**src/rtl/irq_pending_dispatch_if.sv**
```systemverilog
// Handshake/bus bundle for irq_pending_dispatch.
// The mask signal exists only when IRQ_DISPATCH_MASK_EN is defined.
interface irq_pending_dispatch_if #(
  parameter int N     = 32,
  parameter int IDX_W = 5
);
  logic [N-1:0]     req;
  logic             clr_all;
  logic             out_valid;
  logic [IDX_W-1:0] out_idx;
  logic             out_ready;
  logic [N-1:0]     pending;
  logic             overflow;
`ifdef IRQ_DISPATCH_MASK_EN
  logic [N-1:0]     mask;
`endif

  modport master (
`ifdef IRQ_DISPATCH_MASK_EN
    input  mask,
`endif
    input  req, clr_all, out_ready,
    output out_valid, out_idx, pending, overflow
  );

  modport slave (
`ifdef IRQ_DISPATCH_MASK_EN
    output mask,
`endif
    output req, clr_all, out_ready,
    input  out_valid, out_idx, pending, overflow
  );
endinterface

```
**src/rtl/irq_pending_dispatch.sv**
```systemverilog
// Pending-request capture and lowest-index-first dispatch over valid/ready.
// Optional selection mask enabled by defining IRQ_DISPATCH_MASK_EN.
module irq_pending_dispatch #(
  parameter int N     = 32,
  parameter int IDX_W = 5,
  parameter bit EDGE  = 1'b1
) (
  input  logic clk,
  input  logic rst,
  irq_pending_dispatch_if.master bus
);

  typedef enum logic [0:0] {IDLE = 1'b0, OFFER = 1'b1} state_t;

  localparam logic [N-1:0] ONE_HOT0 = {{(N-1){1'b0}}, 1'b1};

  state_t           state_q, state_d;
  logic [N-1:0]     pending_q, pending_d;
  logic [N-1:0]     req_prev_q;
  logic             overflow_q, overflow_d;
  logic             out_valid_q, out_valid_d;
  logic [IDX_W-1:0] out_idx_q, out_idx_d;

  logic [N-1:0]     new_req_s;
  logic [N-1:0]     retire_s;
  logic [N-1:0]     eligible_s;
  logic [IDX_W-1:0] select_s;
  logic             accept_s;

  function automatic logic [IDX_W-1:0] lowest_idx(input logic [N-1:0] v);
    logic [IDX_W-1:0] r;
    r = '0;
    for (int i = N - 1; i >= 0; i--) begin
      r = v[i] ? IDX_W'(i) : r;
    end
    return r;
  endfunction

  // Capture, retire and overflow bookkeeping; a set in the retire cycle keeps the bit pending.
  always_comb begin
    if (EDGE) begin
      new_req_s = bus.req & ~req_prev_q;
    end else begin
      new_req_s = bus.req;
    end
    accept_s   = out_valid_q & bus.out_ready;
    retire_s   = accept_s ? (ONE_HOT0 << out_idx_q) : {N{1'b0}};
    pending_d  = (pending_q & ~retire_s) | new_req_s;
    overflow_d = overflow_q | (|(new_req_s & pending_q & ~retire_s));
`ifdef IRQ_DISPATCH_MASK_EN
    eligible_s = pending_q & ~bus.mask;
`else
    eligible_s = pending_q;
`endif
    select_s   = lowest_idx(eligible_s);
  end

  // FSM next state
  always_comb begin
    state_d = state_q;
    case (state_q)
      IDLE: begin
        if (|eligible_s) state_d = OFFER;
        else             state_d = IDLE;
      end
      OFFER: begin
        if (accept_s) state_d = IDLE;
        else          state_d = OFFER;
      end
      default: state_d = IDLE;
    endcase
  end

  // FSM outputs: an offer is latched from IDLE and held unchanged until accepted
  always_comb begin
    out_valid_d = out_valid_q;
    out_idx_d   = out_idx_q;
    case (state_q)
      IDLE: begin
        if (|eligible_s) begin
          out_valid_d = 1'b1;
          out_idx_d   = select_s;
        end else begin
          out_valid_d = 1'b0;
        end
      end
      OFFER: begin
        if (accept_s) out_valid_d = 1'b0;
        else          out_valid_d = 1'b1;
      end
      default: out_valid_d = 1'b0;
    endcase
  end

  // FSM state register; clr_all returns to IDLE
  always_ff @(posedge clk or posedge rst) begin
    if (rst)              state_q <= IDLE;
    else if (bus.clr_all) state_q <= IDLE;
    else                  state_q <= state_d;
  end

  // Data registers; clr_all flushes pending, overflow and the live offer
  always_ff @(posedge clk or posedge rst) begin
    if (rst) begin
      pending_q   <= {N{1'b0}};
      overflow_q  <= 1'b0;
      out_valid_q <= 1'b0;
      out_idx_q   <= {IDX_W{1'b0}};
    end else if (bus.clr_all) begin
      pending_q   <= {N{1'b0}};
      overflow_q  <= 1'b0;
      out_valid_q <= 1'b0;
      out_idx_q   <= out_idx_q;
    end else begin
      pending_q   <= pending_d;
      overflow_q  <= overflow_d;
      out_valid_q <= out_valid_d;
      out_idx_q   <= out_idx_d;
    end
  end

  // Previous req sample keeps tracking through clr_all so a held level is not a new edge
  always_ff @(posedge clk or posedge rst) begin
    if (rst) req_prev_q <= {N{1'b0}};
    else     req_prev_q <= bus.req;
  end

  assign bus.out_valid = out_valid_q;
  assign bus.out_idx   = out_idx_q;
  assign bus.pending   = pending_q;
  assign bus.overflow  = overflow_q;

endmodule

```
**src/flat_wrapper.sv**
```systemverilog
// flat-port wrapper written by rule: the top's interface ports become plain ports
module irq_pending_dispatch_flat 
#(
  parameter int N     = 32,
  parameter int IDX_W = 5,
  parameter bit EDGE  = 1'b1
)
  (clk, rst, bus_req, bus_clr_all, bus_out_ready, bus_out_valid, bus_out_idx, bus_pending, bus_overflow);
  irq_pending_dispatch_if #(.N(N), .IDX_W(IDX_W)) bus_i ();
  input  logic clk;
  input  logic rst;
  input wire logic [$bits(bus_i.req)-1:0] bus_req;
  input wire logic [$bits(bus_i.clr_all)-1:0] bus_clr_all;
  input wire logic [$bits(bus_i.out_ready)-1:0] bus_out_ready;
  output wire logic [$bits(bus_i.out_valid)-1:0] bus_out_valid;
  output wire logic [$bits(bus_i.out_idx)-1:0] bus_out_idx;
  output wire logic [$bits(bus_i.pending)-1:0] bus_pending;
  output wire logic [$bits(bus_i.overflow)-1:0] bus_overflow;
  assign bus_i.req = bus_req;
  assign bus_i.clr_all = bus_clr_all;
  assign bus_i.out_ready = bus_out_ready;
  assign bus_out_valid = bus_i.out_valid;
  assign bus_out_idx = bus_i.out_idx;
  assign bus_pending = bus_i.pending;
  assign bus_overflow = bus_i.overflow;
  irq_pending_dispatch #(.N(N), .IDX_W(IDX_W), .EDGE(EDGE)) u_core (.clk(clk), .rst(rst), .bus(bus_i));
endmodule
```
**config.mk**
```make
export PLATFORM = sky130hd
export DESIGN_NAME = irq_pending_dispatch_flat
export DESIGN_NICKNAME = d
export VERILOG_FILES = /design/src/rtl/irq_pending_dispatch_if.sv /design/src/rtl/irq_pending_dispatch.sv /design/src/flat_wrapper.sv
export SDC_FILE = /design/constraint.sdc
export NUM_CORES = 1
export LEC_CHECK = 0
export ABC_AREA = 0
export CELL_PAD_IN_SITES_DETAIL_PLACEMENT = 1
export CELL_PAD_IN_SITES_GLOBAL_PLACEMENT = 2
export CORE_MARGIN = 2
export CORE_UTILIZATION = 33
export DETAILED_ROUTE_END_ITERATION = 10
export PLACE_DENSITY = 0.82
export SLEW_MARGIN = 20
export SYNTH_ARGS = -nofsm -noshare
export SYNTH_HDL_FRONTEND = slang
export SYNTH_SLANG_ARGS = --single-unit
export TNS_END_PERCENT = 20
```
**constraint.sdc**
```tcl
create_clock -name clk -period 2.9 [get_ports clk]
set_input_delay 0.29 -clock clk [delete_from_list [all_inputs] [get_ports clk]]
set_output_delay 0.29 -clock clk [all_outputs]
set_load 0.02 [all_outputs]
```
Word-level counts from Yosys, hierarchy flattened
Cells that the tools add are included.
{"block": "totals", "regBits": 71, "input_bits": 36, "output_inout_bits": 39, "wordCells": 59}
{"block": "op_classes", "shifts": 1, "muxes": 39, "bitwise": 11, "reduce_logical": 3}
{"operator": "$mux W5", "count": 32}
{"operator": "$and A32 B32 Y32", "count": 4}
{"operator": "$mux W32", "count": 2}
{"operator": "$not A32 Y32", "count": 2}
{"operator": "$reduce_or A32 Y1", "count": 2}
{"operator": "$or A32 B32 Y32", "count": 1}
{"operator": "$shl A1 B5 Y32 const A", "count": 1}
{"operator": "$mux W1", "count": 4}
{"operator": "$reduce_and A3 Y1", "count": 1}
{"operator": "$not A1 Y1", "count": 2}
{"operator": "$pmux W1 S2", "count": 1}
{"operator": "$and A1 B1 Y1", "count": 1}
{"operator": "$or A1 B1 Y1", "count": 1}

Longest topological paths before layout
{"block": "depth", "depth_word": 32, "ltp_mapped": 7, "ltp_nobuf": 6}

Worst setup path after synthesis
OpenSTA, ideal clock, no wires.
{"block": "synth_timing", "kind": "register -> register", "from": "register u_core.pending_q[31] (netlist: u_core.bus.pending[31])", "to": "register u_core.out_idx_q[0] (netlist: u_core.bus.out_idx[0])", "setup_ps": 125, "t_arrival_ps": 1887, "required_time_ps": 2775, "slack_ps": 888, "path_stages_with_launch": 6, "path_buffers": 0, "synth_period_minus_slack_ps": 2012, "cell_sequence": "dfrtp_1 -> or4_4 -> nor4b_4 -> a21boi_2 -> nor2_8 -> mux2_4"}
{"block": "synth_between", "elab_chain_cells": 32, "word_cells_on_any_way": 34, "cone_classes": "32 x mux; 2 x reduce/logical"}
{"item": "start, declared", "line": "irq_pending_dispatch.sv:18", "text": "logic [N-1:0] pending_q, pending_d;"}
{"item": "start signal, assigned", "line": "irq_pending_dispatch.sv:105", "text": "pending_q <= {N{1'b0}};"}
{"item": "start signal, assigned", "line": "irq_pending_dispatch.sv:110", "text": "pending_q <= {N{1'b0}};"}
{"item": "start signal, assigned", "line": "irq_pending_dispatch.sv:115", "text": "pending_q <= pending_d;"}
{"item": "$mux W5 (32 in a row)", "line": "irq_pending_dispatch.sv:34", "text": "r = v[i] ? IDX_W'(i) : r;"}
{"item": "end signal, assigned", "line": "irq_pending_dispatch.sv:108", "text": "out_idx_q <= {IDX_W{1'b0}};"}
{"item": "end signal, assigned", "line": "irq_pending_dispatch.sv:113", "text": "out_idx_q <= out_idx_q;"}
{"item": "end signal, assigned", "line": "irq_pending_dispatch.sv:118", "text": "out_idx_q <= out_idx_d;"}
{"item": "end, declared", "line": "irq_pending_dispatch.sv:22", "text": "logic [IDX_W-1:0] out_idx_q, out_idx_d;"}
Several ways; a longest one is shown, not always the timed one.
A chain may end at the register's enable or synchronous reset.

Worst setup path after layout
Same ends and word-level chain as after synthesis.

==> results_dict.tcl <==
set metrics [dict create \
    syn_avg_cell_area_um2 9.67 \
    drt-pass1-iter-count 4 \
    dp_worst_setup_slack_ps 601 \
    dp_hpwl_um 8690 \
    portBuffers 74 \
    grt_pass1_wl_um 18200 \
    fp.dieArea_mm2 0.0109 \
    grt.total_usage_pct 22.0 \
    yosysSeqAreaShare_pct 53.6 \
    ant_nets 0 \
    p_sw_mw 0.973 \
    grt_start_max_net_pins 47 \
    netlist_instances 343 \
    synth-seq-cells 71 \
    syn_nets 379 \
    drive_above_1_share_pct 6.56 \
    p_comb_share_pct 24.1 \
    antenna_found_initial 0 \
    fin_cells 560 \
    die_y_um 104 \
    setup_viol 0 \
    synthArstFlopShare_pct 100 \
    numCtsBuffers 9 \
    use_met1_pct 28.6 \
    min_path_type "in2async" \
    n_fill_cell 1111 \
    vias_per_cell 5.50 \
    diodes 0 \
    start_util_pct 33.9 \
    clkSlewWorstSetupHoldPaths_ps 80 \
    die_w_um 104 \
    power.internal_mw 2.05 \
    synth-edff-count 0 \
    syn_area_mm2 0.00332 \
    grt_pass1_vias 3243 \
    clkSinkCount 71 \
    synthTopCellsByArea "dfrtp_1 54%, o21ai_0 6.5%, a21oi_1 6.0%" \
    crit_path_end_kind "flop" \
    power.density_mw_per_mm2 673 \
    vias 3079 \
    p_clk_share_pct 35.8 \
    synth.distinct_cells 42 \
    ctsHtreeMaxLevel 3 \
    tns_ps 0 \
    cts_tree "built" \
    globalplace.congestion 0.958 \
    cp.arrival_ps 2370 \
    total_power_mw 3.03 \
    core-area_mm2 0.00977 \
    use_met3_pct 4.95 \
    yosys.area.top_type "dfrtp_1" \
    worstPathRequired_ps 3150 \
    hold_viol 0 \
    critPathKind "reg2reg" \
    status "completed" \
    num-nets-final 458 \
    timing.hold.ws_ps 297 \
    crit_path_start_kind "flop" \
    synth_common_cells "71 x dfrtp_1, 43 x o21ai_0, 40 x a21oi_1, 31 x nand2b_1, 27 x nor2_1" \
    leakage_nw 1.78 \
    relSlewSlack_pct 59.4 \
    busiest_layer "met2" \
    syn_to_final_growth_pct 35.5 \
    clk_latency_ps 360 \
    cts_root_buf "clkbuf_8" \
    ctsResizeCount 0 \
    post-place-cells 544 \
    timing.final.ws_setup_ps 772 \
    grt_use_met2_pct 36.4 \
    rsz0062_at_grt "no" \
    yosys_warnings 0 \
    worst-path-max-fanout 6 \
    drt_iter0_drc 145 \
    drc 0 \
    ios 75 \
    slew_viol_final 0 \
    totalWireLength_um 11500 \
    peakVddDrop_uv 329 \
    synth_top_flop_cell "dfrtp_1" \
    yosysMostFrequentCell "dfrtp_1" \
    switching_share_pct 32.2 \
    synth_top_area_share_pct 53.6 \
    cts_setup_buffers 0 \
    worst_slew_pin_slew_ps 609 \
    seqPwrFrac_pct 40.0 \
    wl_per_cell_um 20.5 \
    grt_overflow 0 \
    cts_buffer_depth 2 \
    ctsHoldBuffers 0 \
    fin_skew_ps 6.22 \
    max_cap_viol_count 0 \
    min_period_ps 2130 \
    rows 36 \
    timing.fmax_ghz 0.470 \
    fin_crit_sh_pct 73.4 \
]
==> cell families after synthesis <==
group / share of synthesized area (%)
compound gates: 21.7
mux: 0.453
simple gates: 21.0
flops: 53.6
buf+inv: 3.28
==> metal layers <==
layer	up-vias	share of wire [%]	wire [um]
met5	-	0	0
met4	0	2.5	291
met3	23	5.8	662
met2	112	48	5570
met1	1538	43	4970
li1	1406	-	-
==> placed cells by master, fill, tap and decap left out, drive strengths merged, types with 2 or more instances in the layout <==
master	instances
o31ai	4
a211oi	3
dfrtp	71
nand3	4
clkdlybuf4s50	74
nand2	18
a31oi	2
o21ai	43
a311oi	4
nand2b	31
o2111ai	6
inv	20
o311ai	2
nand3b	8
nor2b	5
nor2	28
buf	3
a21oi	40
and3	2
bufinv	4
nor3	10
o22ai	4
clkbuf	11
o32ai	3
or4	4
nor4	5
or2	2
==> metrics by stage <==
stage	utilization (%)	cell area, um2
5_1_grt	46.0	4500
2_1_floorplan	-	3320
6_report	46.0	4500
4_1_cts	46.0	4500
3_3_place_gp	43.2	4230
3_5_place_dp	43.2	4230
==> flip-flops by register name, summed over array words and instances, names as in the netlist <==
register	flops
u_core.bus.out_idx	5
u_core.bus.overflow	1
u_core.bus.pending	32
u_core.state_q	1
u_core.req_prev_q	32
==> critical path, cell delays in order (launching register included) <==
cell and delay [ps]:
dfrtp_1 450, or4_4 580, nor4b_4 350, a21boi_2 160, nor2_8 150, mux2_4 310
==> power groups by stage <==
stage / Sequential [mW] / Clock [mW] / Combinational, mW
floorplan: 1.25 / 0 / 0.345
global placement: 1.23 / 0 / 0.716
detailed placement: 1.23 / 0 / 0.731
CTS: 1.21 / 1.10 / 0.734
global route: 1.23 / 1.15 / 0.789
finish: 1.21 / 1.08 / 0.730
==> path summary, 6_finish.rpt <==
kind | slack [ps] | start | cells after the start | to
worst max-delay path | 770 | u_core.bus.pending[31] | 5 | u_core.bus.out_idx[0]
worst min-delay path | 300 | rst | 2 | u_core.req_prev_q[9]
worst max register to register | 770 | u_core.bus.pending[31] | 5 | u_core.bus.out_idx[0]
worst min register to register | 520 | u_core.req_prev_q[8] | 2 | u_core.bus.pending[8]
max in group asynchronous | 1970 | rst | 3 | u_core.bus.pending[3]
min in group clk | 390 | bus_req[2] | 1 | u_core.req_prev_q[2]
==> cell type report <==
cell class	count	area, um2	area share [%]
Clock buffer	11	141	3.15
Timing Repair Buffer	77	776	17.3
Clock inverter	5	129	2.87
Tap cell	133	166	3.70
Sequential cell	71	1780	39.5
Multi-Input combinational cell	243	1430	31.8
Inverter	20	75.1	1.67
No activity file was read; power rests on OpenSTA's default activity.
